===== config.mk =====
export PLATFORM = sky130hd
export DESIGN_NAME = ff_jk_bank
export DESIGN_NICKNAME = d
export VERILOG_FILES = /design/src/rtl/ff_jk_bank.sv
export SDC_FILE = /design/constraint.sdc
export NUM_CORES = 1
export LEC_CHECK = 0
export CAP_MARGIN = 5
export CORE_ASPECT_RATIO = 1.5
export CORE_MARGIN = 1
export CORE_UTILIZATION = 32
export CTS_CLUSTER_DIAMETER = 60
export DETAILED_ROUTE_END_ITERATION = 8
export PLACE_DENSITY_LB_ADDON = 0.2
export SYNTH_ARGS = -nofsm -noshare
export SYNTH_HDL_FRONTEND = slang
export SYNTH_SLANG_ARGS = --single-unit

===== constraint.sdc =====
create_clock -name CLK -period 1.07 [get_ports CLK]
set_input_delay 0.107 -clock CLK [delete_from_list [all_inputs] [get_ports CLK]]
set_output_delay 0.107 -clock CLK [all_outputs]
set_load 0.02 [all_outputs]

===== src/rtl/ff_jk_bank.sv =====
// Bank of independent master-slave JK flip-flop channels with sync preset/clear, parallel load
// and an optional slave stage. Define FF_JK_BANK_CONFLICT_EN to build the sticky preset/clear conflict flags.
module ff_jk_bank #(
    parameter int               WIDTH     = 8,
    parameter int               SLAVE     = 1,
    parameter logic [WIDTH-1:0] RESET_VAL = {WIDTH{1'b0}}
) (
    input  logic             CLK,
    input  logic             RESET,
    input  logic             EN,
    input  logic             LD,
    input  logic [WIDTH-1:0] D,
    input  logic [WIDTH-1:0] J,
    input  logic [WIDTH-1:0] K,
    input  logic [WIDTH-1:0] S_N,
    input  logic [WIDTH-1:0] R_N,
    output logic [WIDTH-1:0] Q,
    output logic [WIDTH-1:0] Q_N,
    output logic [WIDTH-1:0] CONFLICT
);

    logic [WIDTH-1:0] m_q;
    logic [WIDTH-1:0] m_d;

    // Per-channel master next state: clear beats preset beats load beats JK.
    genvar gi;
    generate
        for (gi = 0; gi < WIDTH; gi++) begin : g_chan
            logic jk_next;
            assign jk_next = (J[gi] & ~m_q[gi]) | (~K[gi] & m_q[gi]);
            assign m_d[gi] = !R_N[gi]  ? 1'b0 :
                             !S_N[gi]  ? 1'b1 :
                             !EN       ? m_q[gi] :
                             LD        ? D[gi] :
                                         jk_next;
        end
    endgenerate

    always_ff @(posedge CLK) begin
        if (RESET) begin
            m_q <= RESET_VAL;
        end else begin
            m_q <= m_d;
        end
    end

    generate
        if (SLAVE != 0) begin : g_slave
            logic [WIDTH-1:0] sv_q;
            // The slave follows the master every edge, independent of EN.
            always_ff @(posedge CLK) begin
                if (RESET) begin
                    sv_q <= RESET_VAL;
                end else begin
                    sv_q <= m_q;
                end
            end
            assign Q = sv_q;
        end else begin : g_direct
            assign Q = m_q;
        end
    endgenerate

    assign Q_N = ~Q;

`ifdef FF_JK_BANK_CONFLICT_EN
    logic [WIDTH-1:0] conflict_q;
    logic [WIDTH-1:0] conflict_d;

    assign conflict_d = conflict_q | (~S_N & ~R_N);

    always_ff @(posedge CLK) begin
        if (RESET) begin
            conflict_q <= '0;
        end else begin
            conflict_q <= conflict_d;
        end
    end

    assign CONFLICT = conflict_q;
`else
    assign CONFLICT = '0;
`endif

endmodule

-- Word-level counts from Yosys, hierarchy flattened
Cells that the tools add are included.
- word-level logic and storage cells: 98
- register bits: 16
- bits of input ports: 44
- output and inout port bits: 24
- reduce and logical (&&, ||, !) cells: 8
- bitwise logic cells: 49
- muxes and demuxes: 24
- eq/ne operators: 8
- operators with widths (kind ; number):
    1-bit 2-to-1 mux ; 24
    1-bit NOT ; 24
    1-bit AND ; 16
    2-bit != test, second input constant ; 8
    2-bit OR reduction ; 8
    8-bit NOT ; 1
    1-bit bitwise OR ; 8

-- Depth between registers and ports, before layout
Gate-level depths: netlist of the first run.
- depth in word-level cells: 6
- mapped depth: 4
- depth with buffers taken out: 3

-- Least setup slack after synthesis of the first run
Ideal clock, no wire load.
- path kind: flip-flop to flip-flop
- from: reg m_q[0]
- to: reg m_q[0]
- library setup time: 0.091 ns
- cell stages (with the launch flop): 4
- setup slack: 0.253 ns
- arrival: 0.726 ns
- path through: dfxtp_1 -> nor2b_1 -> o21ai_1 -> a311oi_1
- cells in the longest elaborated chain, start to end: 6
- ends and longest elaborated chain (item ; line ; RTL):
    from (decl) ; 22 ; logic [WIDTH-1:0] m_q;
    from (signal assigned) ; 43 ; m_q <= m_d;
    1-bit NOT ; 30 ; assign jk_next = (J[gi] & ~m_q[gi]) | (~K[gi] & m_q[gi]);
    1-bit AND ; 30 ;
    1-bit bitwise OR (*) ; 30 ;
    1-bit 2-to-1 mux (*) ; 34 ; LD ? D[gi] :
    1-bit 2-to-1 mux (*) ; 33 ; !EN ? m_q[gi] :
    1-bit 2-to-1 mux (*) ; 32 ; !S_N[gi] ? 1'b1 :
Every way passes the cells marked *; elsewhere a longest branch is shown, timed or not. The select of a mux whose other input is x is not followed.
A chain may end at the register's enable or synchronous reset.

-- Final worst setup path of the first run
- from: reg g_slave.sv_q[2] (netlist: Q[2])
- to: out Q_N[2]
- cells in the longest elaborated chain, start to end: 1
- ends and longest elaborated chain (item ; line ; RTL):
    from (decl) ; 49 ; logic [WIDTH-1:0] sv_q;
    from (signal assigned) ; 55 ; sv_q <= m_q;
    8-bit NOT ; 64 ; assign Q_N = ~Q;
    to (decl) ; 18 ; output logic [WIDTH-1:0] Q_N,
Every way passes these cells.

==> results.md, run 1 <==
Placement:
- The worst slack after detailed placement is -0.2979 ns.
- The number of cells in the design after placement is 184.
- Input and output buffers added on the ports amount to 59.
- The half-perimeter wire length of the detailed placement result is 1764 um.
- The congestion estimate from routability-driven global placement came to 0.7088.

Timing:
- Across all setup checks in the final design, the least slack found is 0.04424 ns.
- The fmax is 0.9749 GHz.
- Setup violations remaining at the end of the flow were counted as 0.
- The clock skew after layout is 0.0003824 ns.
- The number of failing hold endpoints at the final stage is 0.
- The final period utilization is 95.87%.
- Final hold analysis gives a worst-case slack of 0.3510 ns.
- Setup repair after global routing could not meet its margin everywhere.
- The max-slew violation count is 0.
- For the finished layout, the period the worst path requires is 1.026 ns.

Setup path:
- Data on the critical path arrives at its endpoint at 0.92 ns.
- The critical register-to-register path endpoint is m_q[5]$_SDFFE_PP0P_.
- STA puts the critical path data required time at 0.96 ns.
- The worst-path maximum fanout is 2.
- By startpoint and endpoint, the worst setup path is classified as reg -> out.
- The logic depth of the worst register-to-register path is 3.
- The startpoint identified for the worst register-to-register timing path is m_q[5]$_SDFFE_PP0P_.
- The kind of end point of the critical path is an output pin.
- The kind of start point of the critical path is a flip-flop.
- The slack of the worst reg-to-reg path is 0.10 ns.

Routing:
- For this run, design rule violations remaining after detail routing come to 5.
- The count of nets left with antenna violations once routing finished came out at 0.
- The aggregate routed wire length is 2218 um.
- The first-pass iteration count of the detailed router is 5.
- The via-per-instance ratio is 4.636.
- The number of vias after detailed routing is 867.
- The first routing iteration left 13 violations.
- Dividing the detail-routed wire length by the instance count gives 11.86 um.

Power and ir drop:
- For this design the static power due to leakage is 0.6084 nW.
- IR analysis of the VDD net gives a maximum drop of 0.4428 mV.
- In this run the power density over the cells is 909.6 nW/um^2.

Synth:
- The gate count after technology mapping is 101.
- The share of the yosys chip area belonging to registers is 38.04%.
- After synthesis, the largest family of logic cells by area is simple AND/OR/NAND/NOR gates.
- Summing the areas of all xor and xnor instances in the mapped netlist gives 0% of the synthesized area.
- Multiplexer cells account for 0% of the synthesized area.
- Synthesis instantiated 12 different standard cells from the library.
- The synthesized netlist devotes 26.30% of its cell area to simple gates.
- A synthesized cell averages 8.337 um^2.
- The adder-cell share of the synthesized area is 0%.
- Synthesis inferred 16 register bits.
- The fraction of the mapped netlist area in compound gates is 19.02%.
- The number of warning messages in the yosys log is 0.
- The area of the mapped netlist is 842.1 um^2.

Finish:
- Summing all multi-input logic gate instances after layout gives 411.6 um^2.
- In the final design database the tool counted 209 nets.
- The total inserted antenna cells is 0.
- The layout-stage area growth over the synthesis result is 71.03%.
- In the final layout, the share of cells above drive strength 1 is 9.816%.
- The count of filler cells inserted in the layout is 228.
- Measured on the finished design, the core utilization comes to 58.13%.
- The finished layout holds 187 standard cells, fillers aside.
- Summing all flip-flop and latch instances after layout gives 320.3 um^2.

Clock network:
- The number of post-CTS setup repair buffers is 0.
- The number of sinks on the clock net is 16.
- The clock-pin slew reported for the worst setup and hold paths after clock tree synthesis is 0.09 ns.
- The clock root buffer is clkbuf_4.
- TritonCTS created 3 clock buffers.
- The number of buffers on the longest clock path is 2.
- TritonCTS built the clock tree.
- The later-pin clock latency in the skew report is 0.27 ns.
- CTS built an H-tree with a depth of 1.

Hold path:
- For hold timing, the worst endpoint is m_q[6]$_SDFFE_PP0P_.
- The beginning of the worst hold path is R_N[6].
- The depth of the worst hold-timing path is 3.
- The path class of the lowest-slack min-delay path is in -> reg.

Global routing:
- Summed over all layers, the global routing overflow is 0.
- Entering global routing, the biggest net connects 17 pins.
- The number of antenna violations at the first check in global routing is 0.
- The global-route wire length before repair is 3498 um.
- The all-layer global routing usage is 16.00%.
- The via count of the first global-routing pass is 841.

Outcome:
- The final reports fail on DRC.
- The flow ran to the end, but the final reports show violations.

Flow run:
- Across the run, the number of max-cap violations was 0.

Floorplan:
- Pin placement for this block handled 68 I/O pins.
- The number of core rows is 22.
- The overall die height is 64.83 um.
- The x dimension of the die is 43.89 um.
- The area inside the core boundary is 2477 um^2.
- The initial core utilization is 33.99%.
- The die footprint is 2845 um^2.
[power breakdown]
| part | switching (mW) | internal (mW) |
|---|---|---|
| logic | 0.145 | 0.224 |
| registers | 0.0192 | 0.623 |
| clock network | 0.169 | 0.130 |
[kinds of logic (layout without fill, tap and decap cells)]
kind of cell           count (synthesis)  count (layout)
AND/OR/NAND/NOR                       33              33
buffers and inverters                 27              82
AO/OA/AOI/OAI                         24              24
flip-flops                            16              16
other                                  1               8
[area by class of cell]
| type | count | share of cell area (%) |
|---|---|---|
| Multi-Input combinational cell | 65 | 28.58 |
| Sequential cell | 16 | 22.24 |
| Clock buffer | 3 | 1.564 |
| Timing Repair Buffer | 63 | 41.36 |
| Tap cell | 24 | 2.085 |
| Inverter | 16 | 4.170 |
[timing repair]
action,CTS,global route
cloned,0,0
gates resized for setup,23,19
hold buffers,0,0
endpoints found under the setup margin,18,18
pin swaps,1,2
[worst max-delay path, cell delays in order, from the launching register on]
cell             delay, ns
dfxtp_1               0.32
inv_1                 0.04
clkdlybuf4s15_1       0.28
[placed cells by master (no fill, tap or decap), drive strengths merged]
cell / n
clkdlybuf4s50: 42
nor2b: 27
dfxtp: 16
inv: 16
clkbuf: 11
o21ai: 8
a31oi: 8
a311oi: 8
conb: 8
clkdlybuf4s15: 8
and2b: 6
buf: 4
dlygate4sd2: 1
[sequential cells by signal, indices dropped and copies added, names as in the netlist]
register	count
Q	8
m_q	8
[synthesized netlist by cell type (all sizes together)]
library cell / number / area [um^2]
clkbuf: 1 / 3.750
buf: 10 / 72.56
o21ai: 8 / 40.04
a311oi: 8 / 70.07
dfxtp: 16 / 320.3
and2b: 6 / 45.04
nor2b: 27 / 176.4
a31oi: 8 / 50.05
inv: 16 / 60.06
conb: 1 / 3.750
[how the worst max path moves through the flow]
stage	start	to	slack, ns	depth (start not counted)
floorplan	m_q[0]$_SDFFE_PP0P_	m_q[0]$_SDFFE_PP0P_	0.25	3
global placement	EN	m_q[7]$_SDFFE_PP0P_	-0.25	4
detailed placement	EN	m_q[3]$_SDFFE_PP0P_	-0.30	5
CTS	Q[3]$_SDFF_PP0_	Q[3]	0.005	1
global route	LD	m_q[0]$_SDFFE_PP0P_	-0.006	4
finish	Q[2]$_SDFF_PP0_	Q_N[2]	0.04	2
[per-layer routing]
| layer | wire length (um) | GRT usage (%) |
|---|---|---|
| met1 | 819 | 15.44 |
| met4 | 23 | 5.682 |
| met2 | 1194 | 32.46 |
| met3 | 181 | 1.950 |
| met5 | 0 | 0 |
[stage by stage]
| step | power, mW | instance area [um^2] | setup TNS, ns |
|---|---|---|---|
| finish | 1.310 | 1440 | 0 |
| global route | 1.368 | 1440 | -0.005952 |
| CTS | 1.322 | 1466 | 0 |
| detailed placement | 1.041 | 1455 | -2.195 |
| global placement | 1.033 | 1455 | -1.867 |
| floorplan | 0.8244 | 868.3 | 0 |
Note: power is estimated with default switching activity, not from simulation.
==> run 2: changes to the inputs <==
- CORE_MARGIN: 1 -> 2
- CTS_CLUSTER_SIZE: not set -> 8
==> run 2 against run 1 <==
The run now ends clean; total power rose by 7.8%; core utilization increased by 0.10 points; maximum frequency shrank 0.53%.
==> results.md, run 2 (synthesis gave the netlist of run 1 again) <==
Outcome:
- The flow ran to the end, and the final reports show no timing, DRC or antenna violations.

Global routing:
- The via count of the first global-routing pass is 869.
- The total overflow left after global routing is 0.
- The global-route wire length before repair is 3477 um.
- The all-layer global routing usage is 15.25%.
- Entering global routing, the biggest net connects 17 pins.
- The number of antenna violations at the first check in global routing was 0.

Floorplan:
- The core region is 2477 um^2.
- The floorplan has 22 rows.
- 68 I/O pins were placed.
- The die footprint is 3066 um^2.
- The overall die height is 66.83 um.
- The initial core utilization is 33.99%.
- The x dimension of the die is 45.89 um.

Setup path:
- The worst setup path is of the reg -> out kind.
- The slack of the worst reg-to-reg path is 0.14 ns.
- The kind of start point of the critical path is a flip-flop.
- In this run the critical register-to-register path is launched from m_q[3]$_SDFFE_PP0P_.
- The combined buffer and inverter count along the critical path is 2.
- The kind of cell with the highest combined delay along the critical path is flip-flops.
- The signal arrival time at the worst endpoint is 0.92 ns.
- The worst setup path is captured at an output pin.
- The logic depth of the worst register-to-register path is 3.
- The cell with the largest stage delay on the worst path is dfxtp_1.
- The critical register-to-register path endpoint is m_q[3]$_SDFFE_PP0P_.
- In this design, the stage delay of the slowest critical-path cell is 0.36 ns.
- The most critical setup path has its startpoint at Q[6]$_SDFF_PP0_.
- Along the worst path, the maximum fanout reaches 2.
- Traced cell by cell, the critical path runs through inv_1, clkdlybuf4s15_2.
- The critical path data required time is 0.96 ns.

Finish:
- The count of non-filler cells in the finished layout is 189.
- The final cell area excluding filler cells is 1443 um^2.
- The library cells used most frequently in the layout, excluding fill and tap cells, are clkdlybuf4s50_1, nor2b_1, dfxtp_1, inv_1, clkbuf_2.
- The total inserted antenna cells is 0.
- The layout-stage area growth over the synthesis result is 71.32%.
- The storage element area is 320.3 um^2.
- The share of the core filled with cells in the final layout is 58.23%.
- The final layout contains 210 nets.
- In the final layout, the multi-input gates occupy 411.6 um^2.
- Counting the fill cells in the layout gives 253.
- The fraction of final layout cells with drive strength greater than 1 is 15.76%.
- The most frequent standard cell in the layout excluding fill and tap cells is clkdlybuf4s50_1.

Routing:
- For this run, the detailed router's first-pass iteration total came to 4.
- The initial detailed-routing violation count is 8.
- Detailed routing inserted a total of 891 vias.
- After detailed routing, the number of vias per cell comes to 4.714.
- The remaining design rule violation count is 0.
- In the final routed layout, each cell accounts on average for 12.17 um.
- The final layout contains routed wiring with a total length of 2301 um.
- Once detail routing completed, the nets flagged for antenna violations numbered 0.

Timing:
- Dividing the final minimum period by the clock period gives 96.38%.
- The number of failing hold endpoints at the final stage is 0.
- The clock skew after layout is 0.0005331 ns.
- Setup repair after global routing left no endpoint under its margin.
- The max-slew violation count is 0.
- The final worst slack is 0.03878 ns.
- Hold is met by 0.2874 ns.
- Setup violations remaining at the end of the flow were counted as 0.
- Subtracting the final worst setup slack from the clock period gives 1.031 ns.
- The fmax is 0.9697 GHz.
- The final setup TNS is 0 ns.

Power and ir drop:
- The maximum ir drop on the vdd rail is 0.6795 mV.
- The cell area power density is 978.8 nW/um^2.
- The cell leakage power is 0.6402 nW.
- The design draws 1.412 mW.

Hold path:
- The path with the worst hold slack has its endpoint at m_q[3]$_SDFFE_PP0P_.
- The depth of the worst hold-timing path is 3.
- The path class of the tightest hold or removal check is in -> reg.
- The startpoint identified for the worst hold timing path is EN.

Clock network:
- The clock root buffer is clkbuf_4.
- The later-pin clock latency in the skew report is 0.28 ns.
- No sink is reached through more buffers than the 2 on the longest clock path.
- TritonCTS built the clock tree.
- The number of buffers created by CTS is 3.
- The clock-pin slew reported for the worst setup and hold paths after clock tree synthesis is 0.09 ns.
- CTS built an H-tree with a depth of 1.
- Once the clock tree was built, the setup fixing pass inserted 0 buffers.
- The number of sinks on the clock net is 16.

Placement:
- At the placement stage, the worst setup path has a slack of -0.3221 ns.
- Counting tap cells, the placed design contains a total of 185 instances.
- The half-perimeter wire length of the detailed placement result is 1819 um.
- At the end of routability-driven placement, the weighted congestion stood at 0.7388.
- Once placement finished, the instance area stood at 1463 um^2.
- The count of buffers from port buffering is 59.

Flow run:
- Across the run, the number of max-cap violations was 0.
run 2: cell types whose count changed in the layout (fill, tap and decap cells not counted):
cell             delta
buf_4               +2
clkdlybuf4s15_1     -8
clkbuf_2            +5
dlymetal6s2s_1      +2
clkbuf_8            +1
dlygate4sd2_1       -1
clkdlybuf4s50_1     -1
buf_6               -1
clkdlybuf4s15_2     +3
run 2: cell type report:
cell class | instances | share of cell area [%]
well taps | 24 | 2.082
inverters | 16 | 4.163
flip-flops and latches | 16 | 22.20
repair buffers | 64 | 40.50
multi-input cells | 65 | 28.53
clock buffers | 4 | 2.515
run 2: layer usage:
metal  vias up  wire [um]  track usage (%)
met2        41       1226            29.17
li1        445          -                -
met4         0         25            7.500
met3         2        174            1.084
met5         -          0                0
met1       403        874            15.35
run 2: worst max path at each step:
stage | to | cells past startpoint
4_1_cts | Q[1] | 1
5_1_grt | Q_N[7] | 2
6_report | Q_N[6] | 2
2_1_floorplan | m_q[0]$_SDFFE_PP0P_ | 3
3_3_place_gp | m_q[6]$_SDFFE_PP0P_ | 4
3_5_place_dp | m_q[1]$_SDFFE_PP0P_ | 4
run 2: worst min-delay path, cell delays in order:
cell            delay [ns]
dlymetal6s2s_1        0.15
a31oi_1               0.18
a311oi_1              0.10
run 2: power breakdown:
| group | switching [mW] | leakage [nW] | total [mW] | internal [mW] |
|---|---|---|---|---|
| clock network | 0.194 | 0.0210 | 0.401 | 0.207 |
| registers | 0.0195 | 0.131 | 0.643 | 0.623 |
| logic | 0.146 | 0.488 | 0.369 | 0.223 |
| total | 0.359 | 0.640 | 1.41 | 1.05 |
run 2: timing repair:
action,in CTS,in global routing
setup endpoints to repair,17,21
resized for setup,34,16
pin swaps,1,1
hold buffers,0,0
==> run 3: changes to the inputs <==
- CORE_UTILIZATION: 32 -> 29
- clock period: 1.07 -> 0.8 ns (I/O delays scaled with it)
==> run 3 against run 2 <==
The flow now finishes with violations (setup timing); routed wire length up 6.8%; total power is 42% higher; sequential share of layout area is 1.1 points lower; critical path depth rose by 1.
==> results.md, run 3 (synthesis gave the netlist of run 1 again) <==
Finish:
- The layout-stage area growth over the synthesis result is 91.08%.
- The multi-input combinational cells in the finished layout cover a total of 441.7 um^2.
- Once layout is complete, the utilization of the core stands at 59.48%.
- The most frequent standard cell in the layout excluding fill and tap cells is clkdlybuf4s50_1.
- The count of filler cells inserted in the layout is 250.
- The total inserted antenna cells is 0.
- The count of non-filler cells in the finished layout is 205.
- Of the cells placed in the final design, the portion with a size suffix greater than 1 is 35.12%.
- The library cells used most frequently in the layout, excluding fill and tap cells, are clkdlybuf4s50_1, nor2b_1, buf_6.
- The storage element area is 340.3 um^2.
- The final-stage net count is 214.

Global routing:
- The global-route wire length before repair is 3801 um.
- The maximum number of pins on one net before global-route repair is 9.
- The sum of overflow across all layers after global routing is 0.
- The via count of the first global-routing pass came to 880.
- The number of antenna violations at the first check in global routing is 0.
- In the global route stage, overall resource usage came out at 15.54%.

Timing:
- Setup repair after global routing could not meet its margin everywhere.
- The clock skew after layout is 0.0002840 ns.
- The fmax is 1.009 GHz.
- The worst path uses 123.8% of the clock period.
- The clock period minus worst slack is 0.9907 ns.
- The final setup violation count is 16.
- The final worst slack is -0.1907 ns.
- The number of failing hold endpoints at the final stage came to 0.
- The max-slew violation count was 0.

Setup path:
- STA classifies the critical path endpoint as a flip-flop.
- The critical path launch point is m_q[2]$_SDFFE_PP0P_.
- The critical path in this run is classified as reg -> reg.
- The critical path data required time is 0.90 ns.
- The kind of start point of the critical path is a flip-flop.
- The startpoint of the lowest-slack register-to-register path is m_q[2]$_SDFFE_PP0P_.
- The critical register-to-register path endpoint is m_q[2]$_SDFFE_PP0P_.
- The slack of the worst reg-to-reg path is -0.19 ns.
- STA puts the critical path data arrival time at 1.10 ns.
- The logic depth of the worst register-to-register path is 3.
- In this run the worst path has a maximum fanout of 4.

Hold path:
- The depth of the worst hold-timing path is 3.
- The tightest min-delay check is of the in -> reg type.
- The beginning of the worst hold path is R_N[1].
- The worst hold path terminates at m_q[1]$_SDFFE_PP0P_.

Routing:
- The first-pass iteration count of the detailed router is 5.
- The detail-routed net length per standard cell is 11.99 um.
- The number of vias after detailed routing is 897.
- The initial detailed-routing violation count is 6.
- The remaining design rule violation count is 0.
- The via-per-instance ratio is 4.376.
- The number of nets with antenna violations after routing is 0.
- The aggregate routed wire length is 2457 um.

Flow run:
- The tool flagged a number of max-cap violations equal to 0.

Clock network:
- The CTS tree is built.
- The clock-pin slew reported for the worst setup and hold paths after clock tree synthesis is 0.06 ns.
- The later-pin clock latency in the skew report is 0.24 ns.
- The clock root buffer is clkbuf_8.
- CTS saw 16 sinks.
- The number of buffers created by CTS is 3.
- In this run the number of H-tree levels came out at 1.
- The number of buffers on the longest clock path is 2.

Placement:
- The worst slack after detailed placement is -0.5473 ns.
- The half-perimeter wire length of the detailed placement result is 1921 um.
- Port buffering added 59 buffers.
- Routability-driven placement finished with a final weighted congestion of 0.7571.
- Once placement completed, the tool counted placed cells totaling 199.

Outcome:
- The run finished, with violations left.
- The checks that failed: setup timing.

Floorplan:
- Pin placement for this block handled 68 I/O pins.
- The number of core rows is 23.
- The area inside the core boundary is 2705 um^2.
- The die covers 3359 um^2.
- The die is 70.00 um tall.
- For this configuration, the core starts out at a cell density of 31.13%.
- The x dimension of the die is 48.00 um.

Power and ir drop:
- The analysis attributes to cell leakage a power of 0.6793 nW.
- The cell area power density is 1249 nW/um^2.
- The maximum ir drop on the vdd rail is 0.5882 mV.
==> run 3: what timing repair did <==
action	in CTS	in global routing
pin swaps	7	5
setup buffers	3	0
hold buffers	0	0
gates resized for setup	115	13
setup endpoints to repair	24	22
gates cloned	0	0
==> run 3: layer usage <==
metal	part of all wire [%]	track usage (%)	up-vias
li1	-	-	449
met1	34	16.11	410
met2	58	28.15	36
met3	6.1	1.809	2
met4	1.4	7.207	0
met5	0	0	-
==> run 3: area by class of cell <==
| class | instances | share of cell area [%] |
|---|---|---|
| repair buffers | 68 | 42.22 |
| multi-input cells | 65 | 27.45 |
| flip-flops and latches | 16 | 21.15 |
| inverters | 16 | 3.733 |
| well taps | 37 | 2.877 |
| clock buffers | 3 | 2.566 |
==> run 3: stage by stage <==
stage	power (mW)	setup TNS, ns	area, um^2	hold slack, ns
final	2.009	-0.6996	1609	0.3588
after global routing	2.105	-1.519	1609	0.3647
after CTS	2.005	-0.6152	1560	0.3561
after detailed placement	1.394	-8.115	1476	0.4800
after global placement	1.387	-7.916	1476	0.4780
after floorplan	1.104	0	870.8	0.1516
==> run 3: worst max-delay path, cell delays in order, from the launching register on <==
cell and delay, ns:
dfxtp_2 0.33, and2b_1 0.15, a31oi_1 0.23, a311oi_2 0.14
==> run 3: how the worst max path moves through the flow <==
stage                     endpoint  slack [ns]
2_1_floorplan  m_q[6]$_SDFFE_PP0P_       0.009
3_3_place_gp   m_q[3]$_SDFFE_PP0P_       -0.54
3_5_place_dp   m_q[7]$_SDFFE_PP0P_       -0.55
4_1_cts        m_q[7]$_SDFFE_PP0P_       -0.11
5_1_grt        m_q[2]$_SDFFE_PP0P_       -0.24
6_report       m_q[2]$_SDFFE_PP0P_       -0.19
==> run 3: where the power goes <==
part	leakage, nW	internal [mW]	switching, mW
Combinational	0.520	0.343	0.208
Clock	0.0216	0.333	0.251
Sequential	0.138	0.843	0.0321
Total	0.679	1.52	0.491
